--- config.mk ---
export PLATFORM = sky130hd
export DESIGN_NAME = pc_fetch_unit
export DESIGN_NICKNAME = d
export VERILOG_FILES = /design/src/rtl/pc_fetch_unit_pkg.sv /design/src/rtl/pc_fetch_unit_fetch_queue.sv /design/src/rtl/pc_fetch_unit.sv
export SDC_FILE = /design/constraint.sdc
export NUM_CORES = 1
export LEC_CHECK = 0
export CORE_MARGIN = 10
export CORE_UTILIZATION = 50
export CTS_CLUSTER_SIZE = 40
export DETAILED_ROUTE_END_ITERATION = 7
export PLACE_DENSITY = 0.74
export SLEW_MARGIN = 20
export SYNTH_ARGS = -nofsm -noshare
export SYNTH_HDL_FRONTEND = slang
export SYNTH_SLANG_ARGS = --single-unit
export TNS_END_PERCENT = 30
--- constraint.sdc ---
create_clock -name clk -period 5.95 [get_ports clk]
set_clock_uncertainty 0.05 [all_clocks]
set_input_delay 0.595 -clock clk [delete_from_list [all_inputs] [get_ports clk]]
set_output_delay 0.595 -clock clk [all_outputs]
set_load 0.1 [all_outputs]
--- src/rtl/pc_fetch_unit_pkg.sv ---
// Shared constants for the instruction-fetch front end.
package pc_fetch_unit_pkg;

  localparam int          XLEN_DEF     = 32;
  localparam logic [31:0] RESET_PC_DEF = 32'h0000_0000;
  localparam int          INSN_BYTES   = 4;
  localparam logic [31:0] NOP_INSN     = 32'h0000_0013;

endpackage

--- src/rtl/pc_fetch_unit_fetch_queue.sv ---
// Small synchronous FIFO with flush; used for both the instruction queue and
// the address-tag queue of outstanding ROM requests.
module fetch_queue
  import pc_fetch_unit_pkg::*;
#(
  parameter int DEPTH = 2,
  parameter int W     = 32
) (
  input  logic                   clk,
  input  logic                   rst,
  input  logic                   push,
  input  logic [W-1:0]           push_data,
  input  logic                   pop,
  input  logic                   flush,
  output logic [W-1:0]           head,
  output logic [$clog2(DEPTH):0] count,
  output logic                   full,
  output logic                   empty
);

  localparam int AW = $clog2(DEPTH);
  localparam int CW = AW + 1;

  logic [W-1:0]  mem [DEPTH];
  logic [AW-1:0] rd_ptr;
  logic [AW-1:0] wr_ptr;
  logic          do_pop;
  logic          do_push;

  assign empty   = (count == '0);
  assign full    = (count == CW'(DEPTH));
  assign do_pop  = pop && !empty;
  // A full queue still accepts a push when the head leaves in the same cycle.
  assign do_push = push && (!full || do_pop);
  assign head    = mem[rd_ptr];

  // Pointer and occupancy bookkeeping; flush empties the queue in one cycle.
  always_ff @(posedge clk) begin
    if (rst || flush) begin
      rd_ptr <= '0;
      wr_ptr <= '0;
      count  <= '0;
    end else begin
      if (do_pop)  rd_ptr <= rd_ptr + 1'b1;
      if (do_push) wr_ptr <= wr_ptr + 1'b1;
      case ({do_push, do_pop})
        2'b10:   count <= count + 1'b1;
        2'b01:   count <= count - 1'b1;
        default: count <= count;
      endcase
    end
  end

  // Storage is not reset; entries are only ever read after being written.
  always_ff @(posedge clk) begin
    if (do_push) mem[wr_ptr] <= push_data;
  end

endmodule

--- src/rtl/pc_fetch_unit.sv ---
// Fetch front end: owns the PC, issues in-order ROM reads, queues returned
// words with their PCs and hands {instruction, PC, valid} to IF_ID.
module pc_fetch_unit
  import pc_fetch_unit_pkg::*;
#(
  parameter int              XLEN     = XLEN_DEF,
  parameter logic [XLEN-1:0] RESET_PC = XLEN'(RESET_PC_DEF),
  parameter int              QDEPTH   = 2,
  parameter int              MAX_OUT  = 2
) (
  input  logic            clk,
  input  logic            resetIn,
  input  logic            locker,
  input  logic            redirValid,
  input  logic [XLEN-1:0] redirTarget,
  output logic            romReq,
  output logic [XLEN-1:0] romAddr,
  input  logic            romRdy,
  input  logic            romValid,
  input  logic [XLEN-1:0] romData,
  output logic [XLEN-1:0] dataOut,
  output logic [XLEN-1:0] addrOut,
  output logic            validOut,
  output logic            resetOut
);

  localparam int            CW    = $clog2(QDEPTH) + 1;
  localparam logic [CW:0]   QD_W  = (CW + 1)'(QDEPTH);
  localparam logic [CW-1:0] MAX_W = CW'(MAX_OUT);

  logic [XLEN-1:0]   pc;
  logic [CW-1:0]     kill;
  logic [CW-1:0]     inflight;
  logic [CW-1:0]     q_count;
  logic [CW:0]       occupancy;
  logic              rom_fire;
  logic              capture;
  logic              pop;
  logic [XLEN-1:0]   tag_head;
  logic              tag_full;
  logic              tag_empty;
  logic [2*XLEN-1:0] q_head;
  logic              q_full;
  logic              q_empty;
  logic [XLEN-1:0]   last_data;
  logic [XLEN-1:0]   last_addr;

  function automatic logic [XLEN-1:0] word_align(input logic [XLEN-1:0] a);
    return a & ~XLEN'(3);
  endfunction

  // Slots already promised (queued words plus outstanding requests) bound issue,
  // so every live response is guaranteed a queue entry.
  assign occupancy = {1'b0, inflight} + {1'b0, q_count};
  assign romReq    = !resetIn && !redirValid && (occupancy < QD_W) && (inflight < MAX_W);
  assign romAddr   = pc;
  assign rom_fire  = romReq && romRdy;
  // Responses owed to a squashed stream are discarded while kill is non-zero.
  assign capture   = romValid && (kill == '0) && !redirValid && !resetIn;
  assign pop       = validOut && locker && !redirValid && !resetIn;

  assign validOut  = !q_empty;
  assign dataOut   = validOut ? q_head[XLEN-1:0]    : last_data;
  assign addrOut   = validOut ? q_head[2*XLEN-1:XLEN] : last_addr;

  // PCs of outstanding live requests; its occupancy is the in-flight count.
  fetch_queue #(.DEPTH(QDEPTH), .W(XLEN)) u_tag_q (
    .clk       (clk),
    .rst       (resetIn),
    .push      (rom_fire),
    .push_data (pc),
    .pop       (capture),
    .flush     (redirValid),
    .head      (tag_head),
    .count     (inflight),
    .full      (tag_full),
    .empty     (tag_empty)
  );

  // Returned instructions paired with their PCs, head presented to IF_ID.
  fetch_queue #(.DEPTH(QDEPTH), .W(2 * XLEN)) u_insn_q (
    .clk       (clk),
    .rst       (resetIn),
    .push      (capture),
    .push_data ({tag_head, romData}),
    .pop       (pop),
    .flush     (redirValid),
    .head      (q_head),
    .count     (q_count),
    .full      (q_full),
    .empty     (q_empty)
  );

  // PC: reset vector, redirect target (word aligned), or advance on each accepted request.
  always_ff @(posedge clk) begin
    if (resetIn)         pc <= RESET_PC;
    else if (redirValid) pc <= word_align(redirTarget);
    else if (rom_fire)   pc <= pc + XLEN'(INSN_BYTES);
  end

  // Stale-response counter: a redirect turns everything outstanding into kills,
  // less the response (live or stale) consumed in the redirect cycle itself.
  always_ff @(posedge clk) begin
    if (resetIn)                      kill <= '0;
    else if (redirValid)              kill <= kill + inflight - CW'(romValid);
    else if (romValid && kill != '0)  kill <= kill - 1'b1;
  end

  // Last instruction handed over, shown while the queue is empty.
  always_ff @(posedge clk) begin
    if (resetIn) begin
      last_data <= '0;
      last_addr <= '0;
    end else if (pop) begin
      last_data <= q_head[XLEN-1:0];
      last_addr <= q_head[2*XLEN-1:XLEN];
    end
  end

  // Reset forwarded to IF_ID one cycle late.
  always_ff @(posedge clk) begin
    resetOut <= resetIn;
  end

  // Protocol guards: no response without an outstanding request, no FIFO overrun.
  a_rsp_owed : assert property (@(posedge clk) disable iff (resetIn)
    !(romValid && inflight == '0 && kill == '0));
  a_tag_room : assert property (@(posedge clk) disable iff (resetIn)
    !(rom_fire && tag_full));
  a_tag_rsp  : assert property (@(posedge clk) disable iff (resetIn)
    !(capture && tag_empty));
  a_q_room   : assert property (@(posedge clk) disable iff (resetIn)
    !(capture && q_full && !pop));

endmodule

==> impl_results.md <==
- Power Density: ~330 mW/mm²
- Vias/cell: approximately 5.6
- Sequential power share: a little under half
- Initial Utilization: about half
- Final setup viols: 0
- Net Sw Power: 1.15 mW
- CTS H-tree depth: 1
- GRT Resource Usage Total: around 17%
- Critical Path Start Type: register
- Crit path to: dataOut[19]
- Clk buf depth: 3
- Area grow syn2layout: 25.4%
- DIE HEIGHT: approximately 170 µm
- Stages on worst setup path: 5
- Yosys cell types: 60
- HPWL after DPL: between 15 and 20 mm
- Reg clk slew, reported paths: roughly 0.060 ns
- Reg2Reg Setup Slack: slightly below 3 ns
- Placer congestion estimate: a little over 0.8
- Top Family by Delay on Critical Path: buffers and inverters
- Cell area after synthesis: roughly 0.012 mm²
- Final worst path period share: approximately three quarters
- Antenna Cells: 0
- Pleak: 4.89 nW
- TritonCTS Buffers: 30
- Clock latency on the worst-skew pair: 0.55 ns
- Post-synth EDFFs: between 150 and 200
- Outcome: complete, no violations
- ANT nets after route: 0
- Ys flop type: edfxtp_1
- Rows: 56
- Relative slew slack: roughly 29%
- Port Buffers: about 160
- Slowest CP cell: clkdlybuf4s50_1
- DR DRC count: 0
- Net Sw Frac: 23.8%
- Most frequent cells in the layout: 184 x edfxtp_1, 161 x clkdlybuf4s50_1, 104 x dfxtp_1
- Iter 0 DRT Violations: 645
- CTS Hold Bufs: 0
- Post-Syn Instances: between 900 and 1000
- Drt wl/cell: around 19 µm
- GRT overflow: 0
- Fill cells: between 1500 and 2000
- CP cell instances: or2_4, buf_4, nor2_1, a21oi_1, clkdlybuf4s50_1
- FMAX: 0.227 GHz
- CP max FO: 72
- Floorplan die width: 174 µm
- Hold Crit Class: register to register
- R2R cell count: 7
- Worst r2r src: u_tag_q.count[1]$_SDFFE_PP0P_
- Final WL: approximately 27 mm
- Slowest Stage Delay on Critical Path: around 1.2 ns
- Drt pass-1 iters: 5
- Gates resized, CTS repair: 0
- CTS tree: yes
- Die area: 0.0302 mm²
- Sum Neg Setup Slack: 0 ns
- Vias: ~8000
- Largest net degree at the start of global routing: slightly below 100
- Seq cells post-synth: roughly 290
- Layout Nets: about 1200
- Clk sinks: ~290
- Crit path kind: register to primary output
- Synth Area per Inst: around 12 µm²
- Crit path from: u_insn_q.count[1]$_SDFFE_PP0P_
- Fraction of layout instances using a drive strength above 1: approximately a tenth
- Most common cell after layout, fill and taps aside: edfxtp_1
- Core ar.: 0.0234 mm²
- Number of max-cap violations: 0
- Clk network pwr share: between 40% and 50%
- First-pass GRT wire length: 42.5 mm
- Peak VDD IR: about 0.23 mV
- Req. time, crit path: between 5 and 6 ns
- Slew of the pin with the lowest slew margin: ~1.1 ns
- Final Hold Viols: 0
- Initial antenna violation count: 0
- Int Pwr: 3.68 mW
- Combinational share of power: about a tenth
- CP bufs+invs: 2
- Number of setup buffers added after CTS: 0
- CTS root buf: clkbuf_16
- Ys Warns: 0
- Data arrival time of the critical path: between 3 and 4 ns
- Vias in the first global route: roughly 8000
- Slew Limit Fails: 0
- Io pins: roughly 170
- RSZ-0062 raised after global routing: false
- Min Tclk post-route: approximately 4.4 ns
- Post-synth ARST share: 0%
- RR Endpoint: u_tag_q.count[1]$_SDFFE_PP0P_
- Critical path capture point type: primary output
- Sequential-to-total area share from yosys stat: between 60% and 70%
- Pwr Total: between 4 and 5 mW
-- layer usage --
metal	GRT usage [%]	wire length, µm	vias up	part of all wire, %
met1	22.1	12000	3887	44
met5	0	0	-	0
li1	-	-	3823	-
met2	27.4	12400	290	46
met4	4.31	381	0	1.4
met3	4.66	2180	33	8.1
-- final cells by class --
cell class / count / area [µm²] / area share (%)
Inverter: 12 / 45.0 / 0.303
Timing Repair Buffer: 174 / 1710 / 11.5
Sequential cell: 289 / 7630 / 51.4
Tap cell: 319 / 399 / 2.69
Multi-Input combinational cell: 584 / 3930 / 26.4
Clock buffer: 34 / 776 / 5.22
Clock inverter: 22 / 369 / 2.49
-- per-stage QoR --
step,hold slack [ns],setup WS (ns),utilization (%),cells,cell area [µm²]
detailed placement,0.423,2.08,58.6,1378,13700
floorplan,0.408,1.36,-,953,11900
finish,0.439,1.55,63.5,1434,14900
global placement,0.419,2.08,58.6,1378,13700
CTS,0.442,1.53,63.5,1434,14900
global route,0.463,1.30,63.5,1434,14900
-- power by group through the flow --
| stage | sequential (mW) | combinational, mW | clock [mW] |
|---|---|---|---|
| floorplan | 2.36 | 0.238 | 0 |
| global placement | 2.26 | 0.481 | 0 |
| detailed placement | 2.26 | 0.484 | 0 |
| CTS | 2.22 | 0.487 | 2.17 |
| global route | 2.23 | 0.509 | 2.26 |
| finish | 2.22 | 0.485 | 2.13 |
-- how the worst min path moves through the flow --
stage	start	endpoint	cells past startpoint
4_1_cts	last_addr[10]$_SDFFE_PP0P_	last_addr[10]$_SDFFE_PP0P_	2
5_1_grt	u_insn_q.rd_ptr$_SDFFE_PP0P_	register	2
2_1_floorplan	last_addr[10]$_SDFFE_PP0P_	last_addr[10]$_SDFFE_PP0P_	2
3_5_place_dp	last_addr[7]$_SDFFE_PP0P_	last_addr[7]$_SDFFE_PP0P_	2
6_report	last_data[21]$_SDFFE_PP0P_	last_data[21]$_SDFFE_PP0P_	2
3_3_place_gp	last_addr[15]$_SDFFE_PP0P_	last_addr[15]$_SDFFE_PP0P_	2
-- sequential cells by signal, indices dropped and copies added, names as in the netlist, named ones only --
signal           count
u_tag_q.wr_ptr       1
u_insn_q.wr_ptr      1
kill                 2
resetOut             1
u_insn_q.rd_ptr      1
last_addr           30
last_data           32
u_tag_q.count        2
u_insn_q.count       2
u_insn_q.mem       124
u_tag_q.rd_ptr       1
u_tag_q.mem         60
romAddr             30
-- synthesized netlist by cell type, types with 2 or more instances --
cell,n,area [µm²]
nor4_1,4,25.0
a211oi_1,11,82.6
nand4_1,15,93.8
a21oi_1,70,350
a22oi_1,2,15.0
a31oi_1,2,12.5
and3_1,11,68.8
o21ai_0,69,345
clkbuf_1,52,195
buf_4,4,30.0
o31a_1,3,26.3
o311ai_0,3,26.3
o31ai_1,5,37.5
nor3_1,5,25.0
mux2i_1,64,641
and4_1,6,52.6
buf_6,2,22.5
and2_1,2,12.5
dfxtp_1,105,2100
xor2_1,11,96.3
or3_1,7,43.8
ha_1,6,75.1
nor2_1,94,353
buf_2,2,10.0
or4_1,9,67.6
edfxtp_1,184,5530
nor3b_1,3,22.5
xnor2_1,12,105
nand3_1,17,85.1
nand3b_1,62,465
buf_1,8,30.0
nor2b_1,2,12.5
inv_1,10,37.5
nand2_1,24,90.1
a311oi_1,9,78.8
mux2_2,30,338
o211ai_1,2,15.0
-- cell families (layout without fill, tap and decap cells) --
group           after synthesis  in the layout  synth area share, %
flops                       289            289                 64.4
simple gates                272            272                 13.0
compound gates              184            184                 8.97
mux                          94             94                 8.26
buf+inv                      80            242                 2.81
xor+xnor                     23             23                 1.70
fa+ha+maj                     7              7                0.803
other cells                   1              4               0.0317
-- worst register-to-register path, delay by kind of cell, from the launching register on --
| kind | cells | cell delay, ns |
|---|---|---|
| AND/OR/NAND/NOR | 3 | 1.25 |
| adder cells (fa/ha/maj) | 2 | 0.88 |
| flip-flops | 1 | 0.55 |
| AO/OA/AOI/OAI | 1 | 0.14 |
| buffers and inverters | 1 | 0.12 |
(Power assumes the default switching activity.)
